$ cat src/rtl/des_pkg.sv
// des_pkg: shared DES round definitions.
//   - DES_HALF_W / DES_KEY_W: half-block and round-subkey widths.
//   - DES_E_TABLE:    expansion E, 48 source bit numbers (DES numbering, bit 1 = MSB).
//   - DES_P_TABLE:    permutation P, 32 source bit numbers (DES numbering).
//   - DES_SBOX_TABLE: S1..S8 contents. There are 64 nibbles per box, in row-major order.
//                     Entry 0 is the most significant nibble.
//   - des_expand / des_permute_p: table-driven bit shuffles used by the round.
package des_pkg;

  localparam int DES_HALF_W = 32;
  localparam int DES_KEY_W  = 48;

  localparam int DES_E_TABLE [0:47] = '{
    32,  1,  2,  3,  4,  5,
     4,  5,  6,  7,  8,  9,
     8,  9, 10, 11, 12, 13,
    12, 13, 14, 15, 16, 17,
    16, 17, 18, 19, 20, 21,
    20, 21, 22, 23, 24, 25,
    24, 25, 26, 27, 28, 29,
    28, 29, 30, 31, 32,  1
  };

  localparam int DES_P_TABLE [0:31] = '{
    16,  7, 20, 21, 29, 12, 28, 17,
     1, 15, 23, 26,  5, 18, 31, 10,
     2,  8, 24, 14, 32, 27,  3,  9,
    19, 13, 30,  6, 22, 11,  4, 25
  };

  // Each row of a box is 16 nibbles; rows 0..3 appear left to right.
  localparam logic [255:0] DES_SBOX_TABLE [0:7] = '{
    256'hE4D12FB83A6C5907_0F74E2D1A6CB9538_41E8D62BFC973A50_FC8249175B3EA06D,
    256'hF18E6B34972DC05A_3D47F28EC01A69B5_0E7BA4D158C6932F_D8A13F42B67C05E9,
    256'hA09E63F51DC7B428_D70934A6285ECBF1_D6498F30B12C5AE7_1AD069874FE3B52C,
    256'h7DE3069A1285BC4F_D8B56F03472C1AE9_A690CB7DF13E5284_3F06A1D8945BC72E,
    256'h2C417AB6853FD0E9_EB2C47D150FA3986_421BAD78F9C5630E_B8C71E2D6F09A453,
    256'hC1AF92680D34E75B_AF427C9561DE0B38_9EF528C3704A1DB6_432C95FABE17608D,
    256'h4B2EF08D3C975A61_D0B7491AE35C2F86_14BDC37EAF680592_6BD814A7950FE23C,
    256'hD2846FB1A93E50C7_1FD8A374C56B0E92_7B419CE206ADF358_21E74A8DFC90356B
  };

  // Expansion E: output bit i (DES numbering) takes input bit DES_E_TABLE[i].
  function automatic logic [DES_KEY_W-1:0] des_expand(input logic [DES_HALF_W-1:0] r);
    logic [DES_KEY_W-1:0] x;
    x = 48'd0;
    for (int i = 0; i < 48; i++) begin
      x[6'(47 - i)] = r[5'(32 - DES_E_TABLE[i])];
    end
    return x;
  endfunction

  // Permutation P: output bit i (DES numbering) takes input bit DES_P_TABLE[i].
  function automatic logic [DES_HALF_W-1:0] des_permute_p(input logic [DES_HALF_W-1:0] s);
    logic [DES_HALF_W-1:0] p;
    p = 32'd0;
    for (int i = 0; i < 32; i++) begin
      p[5'(31 - i)] = s[5'(32 - DES_P_TABLE[i])];
    end
    return p;
  endfunction

endpackage

$ cat src/rtl/des_sbox_layer.sv
// des_sbox: a single DES S-box (S1..S8 selected by SBOX_IDX 0..7), purely combinational.
//   DataIn  [5:0] raw 6-bit group, DES bit 1 = MSB (row = {b5,b0}, column = b4..b1).
//   DataOut [3:0] box output.
// des_sbox_layer: all eight S-boxes side by side, purely combinational.
//   DataIn  [47:0] expanded-and-keyed half block; [47:42] feeds S1 ... [5:0] feeds S8.
//   DataOut [31:0] S1..S8 outputs concatenated, S1 in the top nibble (before P).
module des_sbox
  import des_pkg::*;
#(
  parameter int SBOX_IDX = 0
) (
  input  logic [5:0] DataIn,
  output logic [3:0] DataOut
);

  localparam logic [255:0] TABLE_C = DES_SBOX_TABLE[SBOX_IDX];

  logic [5:0] entryIdx_s;
  logic [7:0] bitPos_s;

  // Outer bits pick the row and inner bits the column; entry 0 sits at the table MSB.
  always_comb begin
    entryIdx_s = {DataIn[5], DataIn[0], DataIn[4:1]};
    bitPos_s   = 8'd255 - {entryIdx_s, 2'b00};
    DataOut    = TABLE_C[bitPos_s -: 4];
  end

endmodule

module des_sbox_layer
  import des_pkg::*;
(
  input  logic [DES_KEY_W-1:0]  DataIn,
  output logic [DES_HALF_W-1:0] DataOut
);

  for (genvar g = 0; g < 8; g++) begin : gSbox
    des_sbox #(
      .SBOX_IDX (g)
    ) uSbox (
      .DataIn  (DataIn[47-6*g -: 6]),
      .DataOut (DataOut[31-4*g -: 4])
    );
  end

endmodule

$ cat src/rtl/des_round_pipe.sv
// des_round_pipe: two-stage elastic DES Feistel round.
//   Stage 1 registers X = E(R) ^ K together with L and R.
//   Stage 2 runs S1..S8 and P on X and registers the next-round halves.
// Ports:
//   Clk, RstN           rising-edge clock, asynchronous active-low reset
//   InValid / InReady   input handshake; InL, InR [31:0], InKey [47:0] (bit 1 = MSB)
//   InLast              final-round flag; present only with DES_ROUND_FINAL_SWAP_EN
//   OutValid / OutReady output handshake; OutL, OutR [31:0] next-round halves
// Build option DES_ROUND_FINAL_SWAP_EN:
//   When it is defined, a round tagged InLast=1 skips the half swap (round 16).
module des_round_pipe
  import des_pkg::*;
(
  input  logic                  Clk,
  input  logic                  RstN,
  input  logic                  InValid,
  output logic                  InReady,
  input  logic [DES_HALF_W-1:0] InL,
  input  logic [DES_HALF_W-1:0] InR,
  input  logic [DES_KEY_W-1:0]  InKey,
`ifdef DES_ROUND_FINAL_SWAP_EN
  input  logic                  InLast,
`endif
  output logic                  OutValid,
  input  logic                  OutReady,
  output logic [DES_HALF_W-1:0] OutL,
  output logic [DES_HALF_W-1:0] OutR
);

  logic                  s1Valid_r;
  logic [DES_HALF_W-1:0] s1L_r;
  logic [DES_HALF_W-1:0] s1R_r;
  logic [DES_KEY_W-1:0]  s1X_r;
`ifdef DES_ROUND_FINAL_SWAP_EN
  logic                  s1Last_r;
`endif
  logic                  s2Valid_r;

  logic                  s2Adv_s;
  logic                  s1Adv_s;
  logic                  s1Load_s;
  logic                  s2Load_s;
  logic [DES_HALF_W-1:0] sboxOut_s;
  logic [DES_HALF_W-1:0] f_s;
  logic [DES_HALF_W-1:0] nextL_s;
  logic [DES_HALF_W-1:0] nextR_s;

  // Handshake control.
  // A stage may load when it is empty or its contents leave in the same cycle.
  always_comb begin
    s2Adv_s  = !s2Valid_r || OutReady;
    s1Adv_s  = !s1Valid_r || s2Adv_s;
    s1Load_s = InValid && s1Adv_s;
    s2Load_s = s1Valid_r && s2Adv_s;
    InReady  = s1Adv_s;
    OutValid = s2Valid_r;
  end

  des_sbox_layer uSboxLayer (
    .DataIn  (s1X_r),
    .DataOut (sboxOut_s)
  );

  // Round function output and next halves; the last round keeps L^f on the left.
  always_comb begin
    f_s     = des_permute_p(sboxOut_s);
    nextL_s = s1R_r;
    nextR_s = s1L_r ^ f_s;
`ifdef DES_ROUND_FINAL_SWAP_EN
    if (s1Last_r) begin
      nextL_s = s1L_r ^ f_s;
      nextR_s = s1R_r;
    end else begin
      nextL_s = s1R_r;
      nextR_s = s1L_r ^ f_s;
    end
`endif
  end

  // Pipeline registers.
  // Valids follow the handshake, and data registers load only when their stage takes a new item.
  always_ff @(posedge Clk or negedge RstN) begin
    if (!RstN) begin
      s1Valid_r <= 1'b0;
      s1L_r     <= 32'd0;
      s1R_r     <= 32'd0;
      s1X_r     <= 48'd0;
`ifdef DES_ROUND_FINAL_SWAP_EN
      s1Last_r  <= 1'b0;
`endif
      s2Valid_r <= 1'b0;
      OutL      <= 32'd0;
      OutR      <= 32'd0;
    end else begin
      if (s1Adv_s) begin
        s1Valid_r <= InValid;
      end
      if (s1Load_s) begin
        s1L_r    <= InL;
        s1R_r    <= InR;
        s1X_r    <= des_expand(InR) ^ InKey;
`ifdef DES_ROUND_FINAL_SWAP_EN
        s1Last_r <= InLast;
`endif
      end
      if (s2Adv_s) begin
        s2Valid_r <= s1Valid_r;
      end
      if (s2Load_s) begin
        OutL <= nextL_s;
        OutR <= nextR_s;
      end
    end
  end

endmodule
$ cat config.mk
export PLATFORM = sky130hd
export DESIGN_NAME = des_round_pipe
export DESIGN_NICKNAME = d
export VERILOG_FILES = /design/src/rtl/des_pkg.sv /design/src/rtl/des_sbox_layer.sv /design/src/rtl/des_round_pipe.sv
export SDC_FILE = /design/constraint.sdc
export NUM_CORES = 1
export LEC_CHECK = 0
export ABC_AREA = 1
export CORE_ASPECT_RATIO = 1.4
export CORE_MARGIN = 2
export CORE_UTILIZATION = 35
export DETAILED_ROUTE_END_ITERATION = 10
export PLACE_DENSITY = 0.73
export SYNTH_ARGS = -nofsm -noshare
export SYNTH_HDL_FRONTEND = slang
export SYNTH_SLANG_ARGS = --single-unit
$ cat constraint.sdc
create_clock -name Clk -period 2.1 [get_ports Clk]
set_clock_uncertainty 0.15 [all_clocks]
set_input_delay 0.42 -clock Clk [delete_from_list [all_inputs] [get_ports Clk]]
set_output_delay 0.42 -clock Clk [all_outputs]
set_load 0.02 [all_outputs]
# Yosys cells after proc, flatten, opt, wreduce, memory -nomap -nowiden
# Index checks and enable logic that the tools add are counted.
[word_totals]
output_inout_bits = 66
reg_bits = 154
in_bits = 116
[classes]
add_sub_neg = 4
shifts = 4
bitwise = 2
n_reduce_logical = 6
[ops]
columns = ["operator", "count"]
rows = [
  ["$shiftx 259x9->3 const A", 2],
  ["$shiftx 259x9->2 const A", 1],
  ["$shiftx 259x9->4 const A", 1],
  ["$sub 8x8->8 const A", 4],
  ["$xor 32x16->32", 1],
  ["$xor 24x24->24", 1],
  ["$logic_and 1x1->1", 2],
  ["$logic_not 1->1", 2],
  ["$logic_or 1x1->1", 2],
]

# Depth between registers and ports, before layout
[depth]
word_depth = 4
mapped_depth = 13
depth_no_buf = 13

# Hierarchy
# Synthesis repeated with hierarchy kept, for this count alone.
[unflattened]
cells_unflattened = 1727
hier_area_um2 = 11260.8
[by_module_without_submodules]
columns = ["mod", "cells_each", "n_inst", "area_each_um2", "seq_area_each_um2"]
rows = [
  ["des_round_pipe", 794, 1, 6421.2, 3778.6],
  ["des_sbox (uSboxLayer.gSbox[1].uSbox)", 123, 1, 639.4, 0.0],
  ["des_sbox (uSboxLayer.gSbox[7].uSbox)", 117, 1, 635.6, 0.0],
  ["des_sbox (uSboxLayer.gSbox[0].uSbox)", 126, 1, 631.9, 0.0],
  ["des_sbox (uSboxLayer.gSbox[5].uSbox)", 116, 1, 614.3, 0.0],
  ["des_sbox (uSboxLayer.gSbox[6].uSbox)", 118, 1, 603.1, 0.0],
  ["des_sbox (uSboxLayer.gSbox[4].uSbox)", 110, 1, 600.6, 0.0],
  ["des_sbox (uSboxLayer.gSbox[2].uSbox)", 119, 1, 563.0, 0.0],
  ["des_sbox (uSboxLayer.gSbox[3].uSbox)", 104, 1, 551.8, 0.0],
]

# Worst setup path after synthesis
# No wires, ideal clock.
[synth_path]
kind = "register -> register"
startpoint = "register s1X_r[7]"
endpoint = "register OutR[10]"
setup_time_ns = 0.117
stages_incl_launch_ff = 13
arrival_ns = 1.446
setup_slack_ns = 0.387
required_time_ns = 1.833
cell_sequence = "dfrtp_1 -> inv_1 -> ha_1 -> nand2_1 -> nand3_2 -> nand2_1 -> nand2_1 -> nand2_1 -> nand2_1 -> nand2_1 -> nand2_1 -> nand3_1 -> nand2_1"
[synth_via]
elab_chain_cells = 3
[synth_rtl]
columns = ["element", "line_no", "text"]
rows = [
  ["start, declared", "des_round_pipe.sv:33", "logic [DES_KEY_W-1:0] s1X_r;"],
  ["start signal, assigned", "des_round_pipe.sv:101", "s1X_r <= des_expand(InR) ^ InKey;"],
  ["$sub 8x8->8", "des_sbox_layer.sv:24", "bitPos_s = 8'd255 - {entryIdx_s, 2'b00};"],
  ["$shiftx 259x9->4", "des_sbox_layer.sv:25", "DataOut = TABLE_C[bitPos_s -: 4];"],
  ["$xor 32x16->32", "des_round_pipe.sv:68", "nextR_s = s1L_r ^ f_s;"],
  ["end signal, assigned", "des_round_pipe.sv:111", "OutR <= nextR_s;"],
  ["end, declared", "des_round_pipe.sv:27", "output logic [DES_HALF_W-1:0] OutR"],
]
# Every way passes these cells.
# A chain may end at the register's enable or synchronous reset.

# Worst setup path in the final report
[layout_path]
startpoint = "register OutL[12]"
endpoint = "output OutL[12]"
[layout_lines]
columns = ["element", "line_no", "text"]
rows = [
  ["start, declared", "des_round_pipe.sv:26", "output logic [DES_HALF_W-1:0] OutL,"],
  ["start signal, assigned", "des_round_pipe.sv:110", "OutL <= nextL_s;"],
]
# No word-level cell between the ends.

==> results by group <==
CTS
  • Clock transition at path regs: 0.05 ns
  • Root Buffer: clkbuf_16
  • H-tree depth: 4
  • Postcts setup bufs: 0
  • Clk_lat worst skew: 0.41 ns
  • TritonCTS Sinks: 134
  • CTS tree: done
  • Clock Path Buffers: 2
  • TritonCTS buffer count: 17

Setup path
  • Max incr delay on CP: 0.71 ns
  • Top delay family on crit path: buffers and inverters
  • CP max stage cell: clkdlybuf4s50_1
  • Crit path DAT: 1.45 ns
  • Critical path type: reg -> out
  • Worst r2r src: s1X_r[13]
  • Crit. End Element: output port
  • Critical Path Fanout Max: 2
  • Worst Path Buf+Inv: 1
  • CP cell instances: clkdlybuf4s50_1
  • CP Launch Point: OutL[12]
  • CP Launch Type: flip-flop
  • Worst EP required: 1.53 ns

Floorplan
  • Die ar.: 19,200 sq um
  • Core region area: 17,900 sq um
  • I/O pin count: 182
  • Effective utilization at floorplan: 35.4%
  • Die Y: 163 um
  • Row count: 58
  • Die width: 118 um

Logic synthesis
  • Post-synth EDFFs: 0
  • Yosys top cell by area: dfrtp_1
  • Synth Flop Type: dfrtp_1
  • Synth top cells by count: nand2_1 (290), dfrtp_1 (134), o21ai_0 (74)
  • Synth warn: 0
  • #FFs+latches synth: 134
  • Synthesized cell area: 6320 sq um
  • Synthesized area per cell: 8.37 sq um
  • Fraction of registers with async set or reset after synthesis: 100%
  • Ranking of synthesized cells by area: dfrtp_1 (53%), nand2_1 (17%), o21ai_0 (5.9%), ha_1 (4.4%), nand3_1 (3.8%)
  • Count leader, synth: nand2_1
  • Top-area cell type share of the netlist area: 53.0%
  • Post-synthesis sequential area ratio: 53.0%
  • Synth cell types: 23
  • Synth Instances: 755

Detailed routing
  • Via count: 5,322
  • Residual DRC: 0
  • First drt pass iteration count: 4
  • Wirelength per Cell: 13.4 um
  • Iteration-0 DRC Markers: 293
  • Vias/cell: 4.63
  • Drt total wl: 15,400 um
  • Antenna Nets Post-Route: 0

Timing
  • Final worst setup slack: 0.0794 ns
  • RSZ-0062 raised after global routing: false
  • # setup viols final: 0
  • Final Hold Vio Count: 0
  • Post-layout min period: 2.02 ns
  • Final period utilization: 96.2%
  • Final-report max-slew violation count: 0
  • Hold WS: 0.296 ns
  • Fmax achieved: 0.495 GHz
  • Setup TNS: 0 ns

Flow run
  • Max Cap Viol: 0

Worst hold path
  • Hold WC Path Type: in -> async

Placed design
  • Setup Slack @ Placement: -0.0584 ns
  • Final Wtd Congestion: 0.844
  • Port buffer count: 137
  • Post-DP HPWL: 11,100 um

GRT
  • GRT Total Usage: 16.7%
  • Initial antenna violation count: 1
  • GR Overflow Total: 0
  • First-pass GRT wire length: 25,400 um
  • Largest net degree at the start of global routing: 56
  • Vias in the first global route: 5,250

Layout
  • Area Overhead vs Synth: 35.4%
  • Core Util, Final: 47.9%
  • Share of post-route cells with drive strength above 1: 7.48%
  • FILL cells: 1,736
  • Nets: 1,036

Power
  • Largest vdd supply drop: 564 uV
  • Leak pwr: 4.12 nW
  • PD cells: 1070 nW/um^2

Run status
  • Status: finished, final reports clean
-- state kept, by name (all words and copies together), names as in the netlist --
name       flops
OutL          32
nextL_s       32
OutR          23
s1L_r         23
s1X_r         22
OutValid       1
s1Valid_r      1
-- cell families (layout without fill, tap and decap cells) --
| kind of cell | after synthesis | in the layout | share of synthesized area, % |
|---|---|---|---|
| AOI/OAI and AO/OA | 110 | 110 | 8.85 |
| other | 1 | 10 | 0.0593 |
| buffers and inverters | 109 | 255 | 7.72 |
| xor gates and xnor gates | 22 | 22 | 3.05 |
| DFF | 134 | 134 | 53.0 |
| and+or+nand+nor | 357 | 357 | 22.9 |
| adders and majority gates | 22 | 22 | 4.35 |
-- area by class of cell --
class                      count  area (sq um)  area share (%)
tap                          240           300            3.51
sequential                   134          3350            39.2
clock inverter                10          85.1           0.994
timing repair buffer         157          1610            18.8
inverter                      68           255            2.98
antenna                        1          2.50          0.0292
multi-input combinational    520          2510            29.4
clock buffer                  20           437            5.10
-- per-stage QoR --
step | cell area [sq um] | instances | total power (W)
6_report | 8560 | 1150 | 0.00915
5_1_grt | 8560 | 1150 | 0.00974
4_1_cts | 8560 | 1149 | 0.00928
3_5_place_dp | 8030 | 1118 | 0.00654
3_3_place_gp | 8030 | 1118 | 0.00648
2_1_floorplan | 6350 | 763 | 0.00518
-- power breakdown --
part | internal (W) | switching, W
clock network | 0.00160 | 0.00107
logic | 0.00131 | 0.00164
registers | 0.00316 | 0.000374
-- worst paths after layout --
kind	end	slack (ns)	cells past startpoint
max in group asynchronous	s1L_r[0]	0.92	3
worst min-delay path	OutL[0]	0.30	2
worst min register to register	OutR[17]	0.32	2
worst max register to register	OutR[3]	0.33	12
worst max-delay path	OutL[12]	0.08	1
min in group Clk	OutR[17]	0.32	2
-- metal layers --
metal,global-route usage [%],share of wire [%],vias to the layer above
met5,0,0,-
met4,8.87,3.8,0
met3,4.29,4.4,36
met2,29.3,51,127
met1,18.5,41,2520
li1,-,-,2639
-- worst reg2reg max path: stages, from the launching register on --
cell and delay, ns:
dfrtp_1 0.39, inv_2 0.13, ha_1 0.28, nand2_1 0.10, o21ai_0 0.10, nand2_1 0.08, nand2_1 0.05, nand2_1 0.05
nand3_1 0.09, nand2_1 0.07, nand2_1 0.04, nand3_1 0.07, nand2_1 0.05
-- cells in the final DEF (no fill, tap or decap), types with 2 or more instances in the layout --
cell / n
buf_12: 7
nor2_1: 6
o211ai_1: 2
o21ai_0: 74
ha_1: 22
nand2_2: 9
clkinv_2: 5
o21ai_1: 23
xnor2_1: 22
clkinvlp_4: 4
nand3_1: 48
buf_4: 12
inv_1: 60
nand3_2: 4
a21oi_1: 9
clkdlybuf4s50_1: 135
dfrtp_1: 134
clkbuf_16: 17
clkbuf_1: 3
inv_2: 8
conb_1: 9
nand2_1: 288
-- repair_timing --
item	4_1_cts	5_1_grt
endpoints found under the setup margin	1	0
hold endpoints to repair	22	0
gates resized for setup	1	0
hold buffers	1	0
No activity file was read; power rests on OpenSTA's default activity.
